===== config.mk =====
export PLATFORM = sky130hd
export DESIGN_NAME = reg_file_flat
export DESIGN_NICKNAME = d
export VERILOG_FILES = /design/src/rtl/reg_file_if.sv /design/src/rtl/reg_file.sv /design/src/flat_wrapper.sv
export SDC_FILE = /design/constraint.sdc
export NUM_CORES = 1
export LEC_CHECK = 0
export CAP_MARGIN = 10
export CORE_UTILIZATION = 30
export CTS_CLUSTER_DIAMETER = 100
export DETAILED_ROUTE_END_ITERATION = 8
export SETUP_SLACK_MARGIN = 0.4
export SLEW_MARGIN = 15
export SYNTH_ARGS = -nofsm -noshare
export SYNTH_HDL_FRONTEND = slang
export SYNTH_SLANG_ARGS = --single-unit

===== constraint.sdc =====
create_clock -name clk_i -period 4.95 [get_ports clk_i]
set_input_delay 0.7425 -clock clk_i [delete_from_list [all_inputs] [get_ports clk_i]]
set_output_delay 0.7425 -clock clk_i [all_outputs]
set_load 0.02 [all_outputs]

===== src/rtl/reg_file_if.sv =====
// ---------------------------------------------------------------------------
// reg_file_if -- bus bundle for the two-read / one-write register file.
//
// Signals (direction given from the register file's point of view):
//   clear_i  in   one-cycle request to start a clear sweep
//   we_i     in   write enable
//   wa_i     in   write address
//   wd_i     in   write data
//   ra1_i    in   read address, port 1 (ALU operand A)
//   ra2_i    in   read address, port 2 (ALU operand B)
//   rd1_o    out  read data, port 1
//   rd2_o    out  read data, port 2
//   ready_o  out  file accepts writes and returns stored data
//
// Modports: master (datapath side, drives requests), slave (register file).
// ---------------------------------------------------------------------------
interface reg_file_if #(
    parameter int DATA_W = 32,
    parameter int ADDR_W = 5
);
    logic              clear_i;
    logic              we_i;
    logic [ADDR_W-1:0] wa_i;
    logic [DATA_W-1:0] wd_i;
    logic [ADDR_W-1:0] ra1_i;
    logic [ADDR_W-1:0] ra2_i;
    logic [DATA_W-1:0] rd1_o;
    logic [DATA_W-1:0] rd2_o;
    logic              ready_o;

    modport master (
        output clear_i, we_i, wa_i, wd_i, ra1_i, ra2_i,
        input  rd1_o, rd2_o, ready_o
    );

    modport slave (
        input  clear_i, we_i, wa_i, wd_i, ra1_i, ra2_i,
        output rd1_o, rd2_o, ready_o
    );
endinterface


===== src/rtl/reg_file.sv =====
// ---------------------------------------------------------------------------
// reg_file -- two-read / one-write general-purpose register file feeding the
// ALU operands. Reads are combinational; register 0 is hard-wired to zero.
// After reset, or on a clear request, the array is zeroed by a sweep of one
// register per clock; ready_o is low for the whole sweep, during which writes
// and clear requests are ignored and both read ports return zero.
//
// Ports:
//   clk_i   in   clock, all state updates on the rising edge
//   rst_i   in   synchronous active-high reset (restarts the clear sweep)
//   bus     reg_file_if.slave: clear_i, we_i, wa_i, wd_i, ra1_i, ra2_i,
//           rd1_o, rd2_o, ready_o
//
// Optional feature: define REG_FILE_WRITE_BYPASS_EN to forward the write data
// combinationally to a read port addressing the register being written in the
// same cycle (never for register 0, never during a sweep).
// ---------------------------------------------------------------------------
module reg_file #(
    parameter int DATA_W = 32,
    parameter int ADDR_W = 5
) (
    input  logic        clk_i,
    input  logic        rst_i,
    reg_file_if.slave   bus
);

    localparam int NREGS = 2 ** ADDR_W;

    typedef enum logic {
        ST_CLEAR = 1'b0,
        ST_READY = 1'b1
    } state_t;

    state_t            state_q, state_d;
    logic [ADDR_W-1:0] ptr_q, ptr_d;
    logic              ready_q, ready_d;

    logic [DATA_W-1:0] mem_q [NREGS];

    logic              wr_en;
    logic [ADDR_W-1:0] wr_addr;
    logic [DATA_W-1:0] wr_data;

    // Next-state and array write port
    always_comb begin
        state_d = state_q;
        ptr_d   = ptr_q;
        ready_d = ready_q;
        wr_en   = 1'b0;
        wr_addr = ptr_q;
        wr_data = '0;

        case (state_q)
            ST_CLEAR: begin
                // Sweep zeroes one register per edge; requests are ignored.
                wr_en   = 1'b1;
                wr_addr = ptr_q;
                wr_data = '0;
                ptr_d   = ptr_q + 1'b1;
                if (ptr_q == '1) begin
                    state_d = ST_READY;
                    ready_d = 1'b1;
                end
            end
            ST_READY: begin
                if (bus.clear_i) begin
                    // Clear takes priority over a coincident write.
                    state_d = ST_CLEAR;
                    ptr_d   = '0;
                    ready_d = 1'b0;
                end else if (bus.we_i && (bus.wa_i != '0)) begin
                    wr_en   = 1'b1;
                    wr_addr = bus.wa_i;
                    wr_data = bus.wd_i;
                end
            end
            default: begin
                state_d = ST_CLEAR;
                ptr_d   = '0;
                ready_d = 1'b0;
            end
        endcase
    end

    // Control registers; reset restarts the sweep from register 0
    always_ff @(posedge clk_i) begin
        if (rst_i) begin
            state_q <= ST_CLEAR;
            ptr_q   <= '0;
            ready_q <= 1'b0;
        end else begin
            state_q <= state_d;
            ptr_q   <= ptr_d;
            ready_q <= ready_d;
        end
    end

    // Storage array; contents are left untouched on a reset edge
    always_ff @(posedge clk_i) begin
        if (wr_en && !rst_i) begin
            mem_q[wr_addr] <= wr_data;
        end
    end

    // Combinational read ports
    always_comb begin
        bus.rd1_o = '0;
        bus.rd2_o = '0;
        if (ready_q) begin
            if (bus.ra1_i != '0) bus.rd1_o = mem_q[bus.ra1_i];
            if (bus.ra2_i != '0) bus.rd2_o = mem_q[bus.ra2_i];
`ifdef REG_FILE_WRITE_BYPASS_EN
            // Same-cycle forwarding; wa_i != 0 keeps register 0 out of it.
            if (!bus.clear_i && bus.we_i && (bus.wa_i != '0)) begin
                if (bus.ra1_i == bus.wa_i) bus.rd1_o = bus.wd_i;
                if (bus.ra2_i == bus.wa_i) bus.rd2_o = bus.wd_i;
            end
`endif
        end
    end

    assign bus.ready_o = ready_q;

endmodule


===== src/flat_wrapper.sv =====
// flat-port wrapper written by rule: the top's interface ports become plain ports
module reg_file_flat 
#(
    parameter int DATA_W = 32,
    parameter int ADDR_W = 5
)
  (clk_i, rst_i, bus_clear_i, bus_we_i, bus_wa_i, bus_wd_i, bus_ra1_i, bus_ra2_i, bus_rd1_o, bus_rd2_o, bus_ready_o);
  reg_file_if #(.DATA_W(DATA_W), .ADDR_W(ADDR_W)) bus_i ();
  input  logic clk_i;
  input  logic rst_i;
  input wire logic [$bits(bus_i.clear_i)-1:0] bus_clear_i;
  input wire logic [$bits(bus_i.we_i)-1:0] bus_we_i;
  input wire logic [$bits(bus_i.wa_i)-1:0] bus_wa_i;
  input wire logic [$bits(bus_i.wd_i)-1:0] bus_wd_i;
  input wire logic [$bits(bus_i.ra1_i)-1:0] bus_ra1_i;
  input wire logic [$bits(bus_i.ra2_i)-1:0] bus_ra2_i;
  output wire logic [$bits(bus_i.rd1_o)-1:0] bus_rd1_o;
  output wire logic [$bits(bus_i.rd2_o)-1:0] bus_rd2_o;
  output wire logic [$bits(bus_i.ready_o)-1:0] bus_ready_o;
  assign bus_i.clear_i = bus_clear_i;
  assign bus_i.we_i = bus_we_i;
  assign bus_i.wa_i = bus_wa_i;
  assign bus_i.wd_i = bus_wd_i;
  assign bus_i.ra1_i = bus_ra1_i;
  assign bus_i.ra2_i = bus_ra2_i;
  assign bus_rd1_o = bus_i.rd1_o;
  assign bus_rd2_o = bus_i.rd2_o;
  assign bus_ready_o = bus_i.ready_o;
  reg_file #(.DATA_W(DATA_W), .ADDR_W(ADDR_W)) u_core (.clk_i(clk_i), .rst_i(rst_i), .bus(bus_i));
endmodule

## Word-level counts from Yosys, hierarchy flattened

Memories as Yosys holds them, arrays and structs flattened.
Cells that the tools add are included.

| operators by class | value |
|---|---|
| add/sub/neg operators | 1 |
| equality and inequality tests | 3 |
| muxes and demuxes | 23 |
| bitwise gates (word level) | 1 |
| reductions and logical operators | 7 |

Operators with widths:

| cell | count |
|---|---|
| 32-bit 2-to-1 mux | 6 |
| 32-bit one-hot mux with 2 select lines | 1 |
| 5-bit one-hot mux with 2 select lines | 2 |
| 5-bit 2-to-1 mux | 3 |
| 5-bit nonzero test | 3 |
| 1-bit 2-to-1 mux | 8 |
| 1-bit one-hot mux with 2 select lines | 3 |
| 5-bit by 1-bit adder with 5-bit output, second input constant | 1 |
| 5-bit == test, second input constant | 1 |
| 1-bit logical AND | 2 |
| 2-bit by 1-bit inequality test with 1-bit output, second input constant | 1 |
| 2-bit inequality test, second input constant | 1 |
| 2-bit AND reduction | 1 |
| 1-bit logical NOT | 1 |
| 1-bit inverter | 1 |

| storage, ports and cells | value |
|---|---|
| bits in registers | 7 |
| memory bits (writable) | 1024 |
| bits of input ports | 51 |
| output and inout port bits | 65 |
| logic and storage cells | 39 |
| memories kept | 1 |

Memory list:

| name | words | width | rd ports | clocked after memory_dff | write ports | line | RTL |
|---|---|---|---|---|---|---|---|
| u_core.mem_q | 32 | 32 | 2 | 0 | 1 | reg_file.sv:38 | `logic [DATA_W-1:0] mem_q [NREGS];` |

## Logic depth before layout (Yosys ltp)

Gate-level depths: netlist (run 1).

| depth | value |
|---|---|
| depth in word-level cells | 8 |
| gate-level depth with buffers | 7 |
| gate-level depth less buffers | 5 |

## Least setup slack after synthesis (run 1)

OpenSTA, ideal clock, no wires.

| timing path | value |
|---|---|
| kind | input port to flip-flop |
| start | in bus_wa_i[0] |
| end | mem u_core.mem_q[28][0], enable pin |
| library setup time | 0.461 ns |
| arrival | 3.939 ns |
| data required time | 4.489 ns |
| slack | 0.550 ns |
| stages | 4 |
| buffers on the path | 0 |
| cell sequence | nor4_4 -> a21o_1 -> mux2_2 -> nor3_1 |

| on the way | value |
|---|---|
| word-level cells in the longest chain between the ends | 8 |
| elaborated cells on any way between the ends | 11 |
| classes of those cells | 8 x mux; 3 x reduce/logical |

RTL lines:

| element | line | RTL |
|---|---|---|
| start, declared | flat_wrapper.sv:13 | `input wire logic [$bits(bus_i.wa_i)-1:0] bus_wa_i;` |
| 5-bit nonzero test | reg_file.sv:71 | `end else if (bus.we_i && (bus.wa_i != '0)) begin` |
| 1-bit logical AND | reg_file.sv:71 |  |
| 1-bit 2-to-1 mux | reg_file.sv:71 |  |
| 1-bit 2-to-1 mux | reg_file.sv:66 | `if (bus.clear_i) begin` |
| 1-bit one-hot mux with 2 select lines | reg_file.sv:53 | `case (state_q)` |
| 1-bit logical AND | reg_file.sv:100 | `if (wr_en && !rst_i) begin` |
| 1-bit 2-to-1 mux | reg_file.sv:100 |  |
| 1-bit 2-to-1 mux (implied by the code) | reg_file.sv:101 | `mem_q[wr_addr] <= wr_data;` |
| end, declared | reg_file.sv:38 |  |

Several ways; a longest one is shown, not always the timed one.

## Worst setup path after layout (run 1)

| timing path | value |
|---|---|
| start | in bus_ra1_i[2] |
| end | out bus_rd1_o[31] |

| on the way | value |
|---|---|
| word-level cells in the longest chain between the ends | 3 |
| elaborated cells on any way between the ends | 4 |
| classes of those cells | 2 x mux; 1 x reduce/logical; 1 x memory |

RTL lines:

| element | line | RTL |
|---|---|---|
| start, declared | flat_wrapper.sv:15 | `input wire logic [$bits(bus_i.ra1_i)-1:0] bus_ra1_i;` |
| memory 32 x 32 bit or 5-bit nonzero test (tied branches) | -- |  |
| 32-bit 2-to-1 mux * | reg_file.sv:110 | `if (bus.ra1_i != '0) bus.rd1_o = mem_q[bus.ra1_i];` |
| 32-bit 2-to-1 mux * | reg_file.sv:109 | `if (ready_q) begin` |
| end, declared | flat_wrapper.sv:17 | `output wire logic [$bits(bus_i.rd1_o)-1:0] bus_rd1_o;` |

Mark *: on every way between the ends. The rest lies on a longest branch, timed or not.

==> flow_results.xml, run 1 <==
<?xml version="1.0" encoding="UTF-8"?>
<metrics>
  <group name="die">
    <metric name="die-height" unit="um">398</metric>
    <metric name="rows" unit="">145</metric>
    <metric name="num_io_pins" unit="">116</metric>
    <metric name="die_area" unit="sq mm">0.159</metric>
    <metric name="coreArea" unit="sq mm">0.156</metric>
    <metric name="die_w" unit="um">398</metric>
    <metric name="starting_density_of_the_core" unit="%">30.2</metric>
  </group>
  <group name="routing">
    <metric name="vias" unit="">29100</metric>
    <metric name="detailedRoute.firstPassIterationCount" unit="">6</metric>
    <metric name="number_of_nets_with_antenna_violations_after_detailed_routing" unit="">0</metric>
    <metric name="drt_wl_total" unit="um">152000</metric>
    <metric name="drcViolationCount" unit="">0</metric>
    <metric name="drt_via_density" unit="">5.65</metric>
    <metric name="dr.first_iter.drc_count" unit="">3053</metric>
    <metric name="wire_per_inst" unit="um">29.5</metric>
  </group>
  <group name="global_routing">
    <metric name="wire_length_of_the_first_global_routing_pass" unit="um">212000</metric>
    <metric name="grt_util_met1" unit="%">24.0</metric>
    <metric name="first_global_vias" unit="">29000</metric>
    <metric name="grt_busiest_layer" unit="">met2</metric>
    <metric name="globalRouteOverflowTotal" unit="">0</metric>
    <metric name="grt_max_degree" unit="">90</metric>
    <metric name="gr-usage-all-layers" unit="%">18.8</metric>
    <metric name="antenna_found_initial" unit="">11</metric>
    <metric name="met2_usage" unit="%">31.5</metric>
    <metric name="met3_usage" unit="%">3.24</metric>
  </group>
  <group name="synthesis">
    <metric name="synthesis.area_per_instance" unit="sq um">16.4</metric>
    <metric name="dominantRegCellSynth" unit="">sky130_fd_sc_hd__edfxtp_1</metric>
    <metric name="post_synth_mux_area_share" unit="%">21.5</metric>
    <metric name="area_of_the_mapped_netlist" unit="sq mm">0.0471</metric>
    <metric name="synth_enable_flop_cells" unit="">992</metric>
    <metric name="synth-warning-count" unit="">0</metric>
    <metric name="syn-instance-count" unit="">2867</metric>
    <metric name="mappedNetlistNets" unit="">2920</metric>
    <metric name="largest_family_of_logic_cells_by_synthesized_area" unit="">multiplexers</metric>
    <metric name="synth_top_cell_area_share" unit="%">63.3</metric>
    <metric name="synth_area_in_compound_gates" unit="%">8.57</metric>
    <metric name="synth.top_cells.by_area" unit="">sky130_fd_sc_hd__edfxtp_1 63%, sky130_fd_sc_hd__mux2i_1 12%, sky130_fd_sc_hd__mux4_2 9.2%</metric>
    <metric name="library_cell_with_the_largest_summed_area_after_synthesis" unit="">sky130_fd_sc_hd__edfxtp_1</metric>
    <metric name="seq_area_frac_synth" unit="%">63.5</metric>
    <metric name="synth-adder-area-share" unit="%">0.0531</metric>
    <metric name="synth_cell_type_count" unit="">45</metric>
    <metric name="ys_ff_latch" unit="">999</metric>
    <metric name="ys_async_sr_fraction" unit="%">0</metric>
    <metric name="synth-xor-area-share" unit="%">0</metric>
    <metric name="synth_simple_gate_area_share" unit="%">3.53</metric>
  </group>
  <group name="critical_path">
    <metric name="r2r_startpoint" unit="">u_core.state_q</metric>
    <metric name="critPathRequiredTime" unit="ns">4.21</metric>
    <metric name="path_max_fanout" unit="">9</metric>
    <metric name="timing.critical_path.arrival" unit="ns">3.68</metric>
    <metric name="timing.critical_path.from" unit="">bus_ra1_i[2]</metric>
    <metric name="crit_path_start_kind" unit="">input port</metric>
    <metric name="setup.worst_path.class" unit="">in -&gt; out</metric>
    <metric name="crit_path_end_kind" unit="">output pin</metric>
  </group>
  <group name="timing">
    <metric name="worst-slew-pin-transition" unit="ns">1.18</metric>
    <metric name="finalHoldViolCount" unit="">0</metric>
    <metric name="max-slew-margin-rel" unit="%">21.4</metric>
    <metric name="max_slew_vio_count" unit="">0</metric>
    <metric name="report.final.setup_viol" unit="">0</metric>
    <metric name="timing.final.crit_share" unit="%">89.4</metric>
    <metric name="setup_tns" unit="ns">0</metric>
    <metric name="hold_ws" unit="ns">0.578</metric>
    <metric name="finClkSkew" unit="ns">0.0498</metric>
    <metric name="fmax" unit="MHz">226</metric>
    <metric name="grt_setup_unrepaired" unit="">false</metric>
    <metric name="final_period_minus_worst_setup_slack" unit="ns">4.42</metric>
  </group>
  <group name="cts">
    <metric name="clock_tree_from_tritoncts" unit="">built</metric>
    <metric name="maximum_number_of_buffers_from_clock_root_to_sink" unit="">3</metric>
    <metric name="cts_htree_levels" unit="">3</metric>
    <metric name="clock-root-buffer" unit="">sky130_fd_sc_hd__clkbuf_16</metric>
    <metric name="worstSkewPairLatency" unit="ns">0.72</metric>
    <metric name="cts_hold_buffers" unit="">0</metric>
    <metric name="cts-buffers-inserted" unit="">103</metric>
    <metric name="numClockSinks" unit="">999</metric>
    <metric name="clkTransAtPathRegs" unit="ns">0.05</metric>
  </group>
  <group name="min_path">
    <metric name="hold_start" unit="">u_core.ptr_q[4]</metric>
    <metric name="worst_hold_path_type" unit="">reg -&gt; reg</metric>
  </group>
  <group name="power_and_ir_drop">
    <metric name="power_leakage" unit="nW">16.9</metric>
    <metric name="power.total" unit="W">0.0178</metric>
    <metric name="ir_worst_vdd" unit="mV">0.255</metric>
    <metric name="p_per_area" unit="mW/mm^2">325</metric>
  </group>
  <group name="placement">
    <metric name="finalWeightedCongestion" unit="">0.820</metric>
    <metric name="place.port_buffers" unit="">115</metric>
    <metric name="place_hpwl" unit="um">90600</metric>
  </group>
  <group name="run_status">
    <metric name="outcome" unit="">completed</metric>
  </group>
  <group name="job">
    <metric name="drv_cap" unit="">0</metric>
  </group>
  <group name="cells_and_area">
    <metric name="layout_cells_sized_above_1" unit="%">20.5</metric>
    <metric name="area_growth" unit="%">15.9</metric>
    <metric name="nets" unit="">3062</metric>
  </group>
</metrics>
[layer usage]
metal,share of wire (%),up-vias
met4,4.0,8
met2,49,1328
met1,40,15200
met3,7.5,304
met5,0.039,-
li1,-,12200
[registers in the layout, indices dropped and copies added (netlist names)]
register / cells
u_core.ptr_q: 5
u_core.mem_q: 992
u_core.bus.ready_o: 1
u_core.state_q: 1
[per-stage QoR]
| step | instances | util, % | worst slack (ns) | area (sq um) |
|---|---|---|---|---|
| final | 5153 | 35.0 | 0.526 | 54600 |
| after global routing | 5152 | 35.0 | 0.464 | 54600 |
| after CTS | 5147 | 35.0 | 0.421 | 54500 |
| after detailed placement | 4958 | 32.9 | 0.382 | 51300 |
| after global placement | 4958 | 32.9 | 0.438 | 51300 |
| after floorplan | 2867 | - | 0.550 | 47100 |
[cells by family after synthesis]
kind of cell | count (synthesis)
adders and majority gates | 2
AOI/OAI and AO/OA | 533
DFF | 999
buffers and inverters | 242
and+or+nand+nor | 321
muxes | 770
[power breakdown]
group | internal (W) | switching (W)
Clock | 0.00425 | 0.00331
Sequential | 0.00921 | 0.0000207
Combinational | 0.000387 | 0.000593
[final cells by class]
cell class / instances / area, sq um
Antenna cell: 2 / 5.00
Fill cell: 14600 / 101000
Timing Repair Buffer: 273 / 2750
Clock buffer: 122 / 2670
Sequential cell: 999 / 29900
Clock inverter: 67 / 553
Tap cell: 2058 / 2570
Inverter: 6 / 22.5
Multi-Input combinational cell: 1626 / 16100
[path summary, 6_finish.rpt]
path                         endpoint  slack [ns]  cells past startpoint
setup / recovery        bus_rd1_o[31]        0.53                      7
hold reg to reg       u_core.ptr_q[4]        0.58                      2
setup reg to reg  u_core.mem_q[13][4]        1.68                      5
hold / removal        u_core.ptr_q[4]        0.58                      2
[synthesized netlist by cell type, drive strengths merged, types with 6 or more instances]
cell / instances
edfxtp: 992
mux2i: 576
a22oi: 193
o22ai: 193
mux4: 192
buf: 159
nand2: 138
clkbuf: 77
o21ai: 67
a221oi: 64
nand4: 64
and2: 36
nor3: 33
nor2: 10
nand2b: 8
dfxtp: 7
nand3b: 7
inv: 6
nor3b: 6
or3b: 6
[worst max-delay path, cell delays in order]
cell,delay [ns]
sky130_fd_sc_hd__clkdlybuf4s50_1,0.57
sky130_fd_sc_hd__or3b_2,0.70
sky130_fd_sc_hd__buf_4,0.27
sky130_fd_sc_hd__a221oi_1,0.34
sky130_fd_sc_hd__a22oi_1,0.20
sky130_fd_sc_hd__nand4_1,0.21
sky130_fd_sc_hd__clkdlybuf4s50_1,0.64
[cell usage in the layout, fill, tap and decap left out, types with 52 or more instances in the layout]
cell / count
sky130_fd_sc_hd__o22ai_1: 193
sky130_fd_sc_hd__mux2i_1: 576
sky130_fd_sc_hd__nand4_1: 64
sky130_fd_sc_hd__a22oi_1: 193
sky130_fd_sc_hd__clkbuf_16: 104
sky130_fd_sc_hd__o21ai_1: 52
sky130_fd_sc_hd__edfxtp_1: 992
sky130_fd_sc_hd__mux4_2: 192
sky130_fd_sc_hd__clkdlybuf4s50_1: 94
sky130_fd_sc_hd__nand2_1: 138
sky130_fd_sc_hd__a221oi_2: 60
sky130_fd_sc_hd__buf_4: 140
[timing repair]
action,4_1_cts,5_1_grt
setup endpoints to repair,2,5
resized for setup,1,1
buffers inserted,0,4
Power figures use the tool's default switching activity.
==> run 2, diff against run 1 <==
PLACE_DENSITY = 0.52   (was default)
==> run 2 against run 1 <==
  * Power is 2.2% higher
  * First-iteration DRC count shrank 3.9%
  * Largest power group unchanged
  * Non-clock buffer count rose by 36
  * Worst hold slack worse by 0.0067 ns
  * Sequential cell count unchanged
  * Cell count is 0.87% higher
  * Clock skew increased by 0.011 ns
  * Global-route usage up 1.3 points
  * Wire length grew 6.0%
  * Maximum frequency fell by 2.9%
  * Combinational power barely moved
  * Worst setup slack worse by 0.13 ns
==> flow_results.xml, run 2 (synthesized netlist as in run 1, its figures left out) <==
<?xml version="1.0" encoding="UTF-8"?>
<metrics>
  <group name="run_status">
    <metric name="outcome" unit="">completed</metric>
  </group>
  <group name="cells_and_area">
    <metric name="nets" unit="">3105</metric>
    <metric name="antenna-diode-count" unit="">0</metric>
    <metric name="most_frequent_standard_cell_in_the_layout_excluding_fill_and_tap_cells" unit="">sky130_fd_sc_hd__edfxtp_1</metric>
    <metric name="largest_register_ffs" unit="">992</metric>
    <metric name="area_growth" unit="%">16.7</metric>
    <metric name="mostFrequentLayoutCells" unit="">992 x sky130_fd_sc_hd__edfxtp_1, 576 x sky130_fd_sc_hd__mux2i_1, 200 x sky130_fd_sc_hd__buf_4</metric>
    <metric name="reg_top3" unit="">u_core.mem_q x992, u_core.ptr_q x5</metric>
    <metric name="layout_cells_sized_above_1" unit="%">22.2</metric>
    <metric name="n_fill_cell" unit="">14800</metric>
    <metric name="largest_register" unit="">u_core.mem_q</metric>
  </group>
  <group name="job">
    <metric name="drv_cap" unit="">0</metric>
  </group>
  <group name="placement">
    <metric name="dpl_worst_slack" unit="ns">0.418</metric>
    <metric name="place_hpwl" unit="um">101000</metric>
    <metric name="finalWeightedCongestion" unit="">0.824</metric>
    <metric name="place.port_buffers" unit="">115</metric>
  </group>
  <group name="global_routing">
    <metric name="globalRouteOverflowTotal" unit="">0</metric>
    <metric name="first_global_vias" unit="">29500</metric>
    <metric name="gr-usage-all-layers" unit="%">20.1</metric>
    <metric name="wire_length_of_the_first_global_routing_pass" unit="um">225000</metric>
    <metric name="antenna_found_initial" unit="">8</metric>
    <metric name="grt_max_degree" unit="">60</metric>
  </group>
  <group name="die">
    <metric name="die-height" unit="um">398</metric>
    <metric name="num_io_pins" unit="">116</metric>
    <metric name="starting_density_of_the_core" unit="%">30.2</metric>
    <metric name="coreArea" unit="sq mm">0.156</metric>
    <metric name="die_area" unit="sq mm">0.159</metric>
    <metric name="die_w" unit="um">398</metric>
    <metric name="rows" unit="">145</metric>
  </group>
  <group name="critical_path">
    <metric name="crit_path_end_kind" unit="">output pin</metric>
    <metric name="setup.worst_path.class" unit="">in -&gt; out</metric>
    <metric name="crit_path_start_kind" unit="">input port</metric>
    <metric name="critPathRequiredTime" unit="ns">4.21</metric>
    <metric name="path_max_fanout" unit="">17</metric>
    <metric name="timing.critical_path.arrival" unit="ns">3.81</metric>
  </group>
  <group name="cts">
    <metric name="cts_hold_buffers" unit="">0</metric>
    <metric name="numClockSinks" unit="">999</metric>
    <metric name="clock_tree_from_tritoncts" unit="">built</metric>
    <metric name="cts_htree_levels" unit="">3</metric>
    <metric name="clock-root-buffer" unit="">sky130_fd_sc_hd__clkbuf_16</metric>
    <metric name="worstSkewPairLatency" unit="ns">0.75</metric>
    <metric name="maximum_number_of_buffers_from_clock_root_to_sink" unit="">3</metric>
    <metric name="clkTransAtPathRegs" unit="ns">0.06</metric>
    <metric name="cts-buffers-inserted" unit="">110</metric>
  </group>
  <group name="timing">
    <metric name="timing.final.crit_share" unit="%">92.0</metric>
    <metric name="fmax" unit="MHz">220</metric>
    <metric name="max-slew-margin-rel" unit="%">18.2</metric>
    <metric name="final_period_minus_worst_setup_slack" unit="ns">4.56</metric>
    <metric name="hold_ws" unit="ns">0.571</metric>
    <metric name="finalHoldViolCount" unit="">0</metric>
    <metric name="finClkSkew" unit="ns">0.0604</metric>
    <metric name="grt_setup_unrepaired" unit="">true</metric>
    <metric name="setup_tns" unit="ns">0</metric>
    <metric name="worst-slew-pin-transition" unit="ns">1.22</metric>
    <metric name="setup_slack_after_layout" unit="ns">0.395</metric>
    <metric name="max_slew_vio_count" unit="">0</metric>
    <metric name="report.final.setup_viol" unit="">0</metric>
  </group>
  <group name="routing">
    <metric name="drcViolationCount" unit="">0</metric>
    <metric name="dr.first_iter.drc_count" unit="">2933</metric>
    <metric name="drt_via_density" unit="">5.61</metric>
    <metric name="vias" unit="">29100</metric>
    <metric name="number_of_nets_with_antenna_violations_after_detailed_routing" unit="">0</metric>
    <metric name="drt_wl_total" unit="um">161000</metric>
    <metric name="wire_per_inst" unit="um">31.0</metric>
    <metric name="detailedRoute.firstPassIterationCount" unit="">5</metric>
  </group>
  <group name="power_and_ir_drop">
    <metric name="power_leakage" unit="nW">17.2</metric>
    <metric name="p_per_area" unit="mW/mm^2">330</metric>
    <metric name="ir_worst_vdd" unit="mV">0.266</metric>
    <metric name="power.total" unit="W">0.0182</metric>
  </group>
  <group name="min_path">
    <metric name="worst_hold_path_type" unit="">reg -&gt; reg</metric>
  </group>
</metrics>
## run 2: changes by cell type in the layout (fill, tap and decap cells not counted), sizes merged, moves of 2 or more
cell           previous run  this run
buf                     178       230
clkdlybuf4s50            94        79
clkbuf                  122       134
diode                     2         0
## run 2: power breakdown
group / switching (W) / internal, W
Combinational: 0.000600 / 0.000382
Sequential: 0.0000209 / 0.00921
Clock: 0.00345 / 0.00450
Total: 0.00407 / 0.0141
## run 2: worst max-delay path, cell delays in order
cell	delay, ns
sky130_fd_sc_hd__clkdlybuf4s50_1	0.66
sky130_fd_sc_hd__nand2b_2	0.73
sky130_fd_sc_hd__buf_4	0.46
sky130_fd_sc_hd__o22ai_1	0.15
sky130_fd_sc_hd__a22oi_1	0.35
sky130_fd_sc_hd__nand4_1	0.40
sky130_fd_sc_hd__buf_4	0.30
## run 2: what timing repair did
item / CTS / global route
endpoints found under the setup margin: 0 / 3
gates resized for setup: 0 / 2
setup buffers: 0 / 2
## run 2: cell type report
class	count	area [sq um]	area share (%)
clock inverter	66	551	1.00
tap	2058	2570	4.69
sequential	999	29900	54.5
clock buffer	134	2890	5.25
timing repair buffer	309	2870	5.23
inverter	6	22.5	0.0410
multi-input combinational	1626	16100	29.3
## run 2: final timing paths
check	start	endpoint	slack [ns]	cells past startpoint
max	bus_ra1_i[2]	bus_rd1_o[12]	0.39	7
min	u_core.ptr_q[4]	u_core.ptr_q[4]	0.57	2
max reg2reg	u_core.state_q	u_core.mem_q[22][31]	1.87	4
min reg2reg	u_core.ptr_q[4]	u_core.ptr_q[4]	0.57	2
## run 2: routing by layer
layer  share of wire [%]  GRT usage [%]  up-vias
li1                    -              -    12300
met1                  42           26.4    15500
met2                  49           33.7     1085
met3                 6.0           3.17      228
met4                 3.0           6.48        6
met5               0.019              0        -
## run 2: through the flow
stage | std cells | cell area, sq um | util [%]
finish | 5198 | 54900 | 35.2
global route | 5198 | 54900 | 35.2
CTS | 5196 | 54900 | 35.2
detailed placement | 4996 | 51500 | 33.0
global placement | 4996 | 51500 | 33.0
floorplan | 2867 | 47100 | -
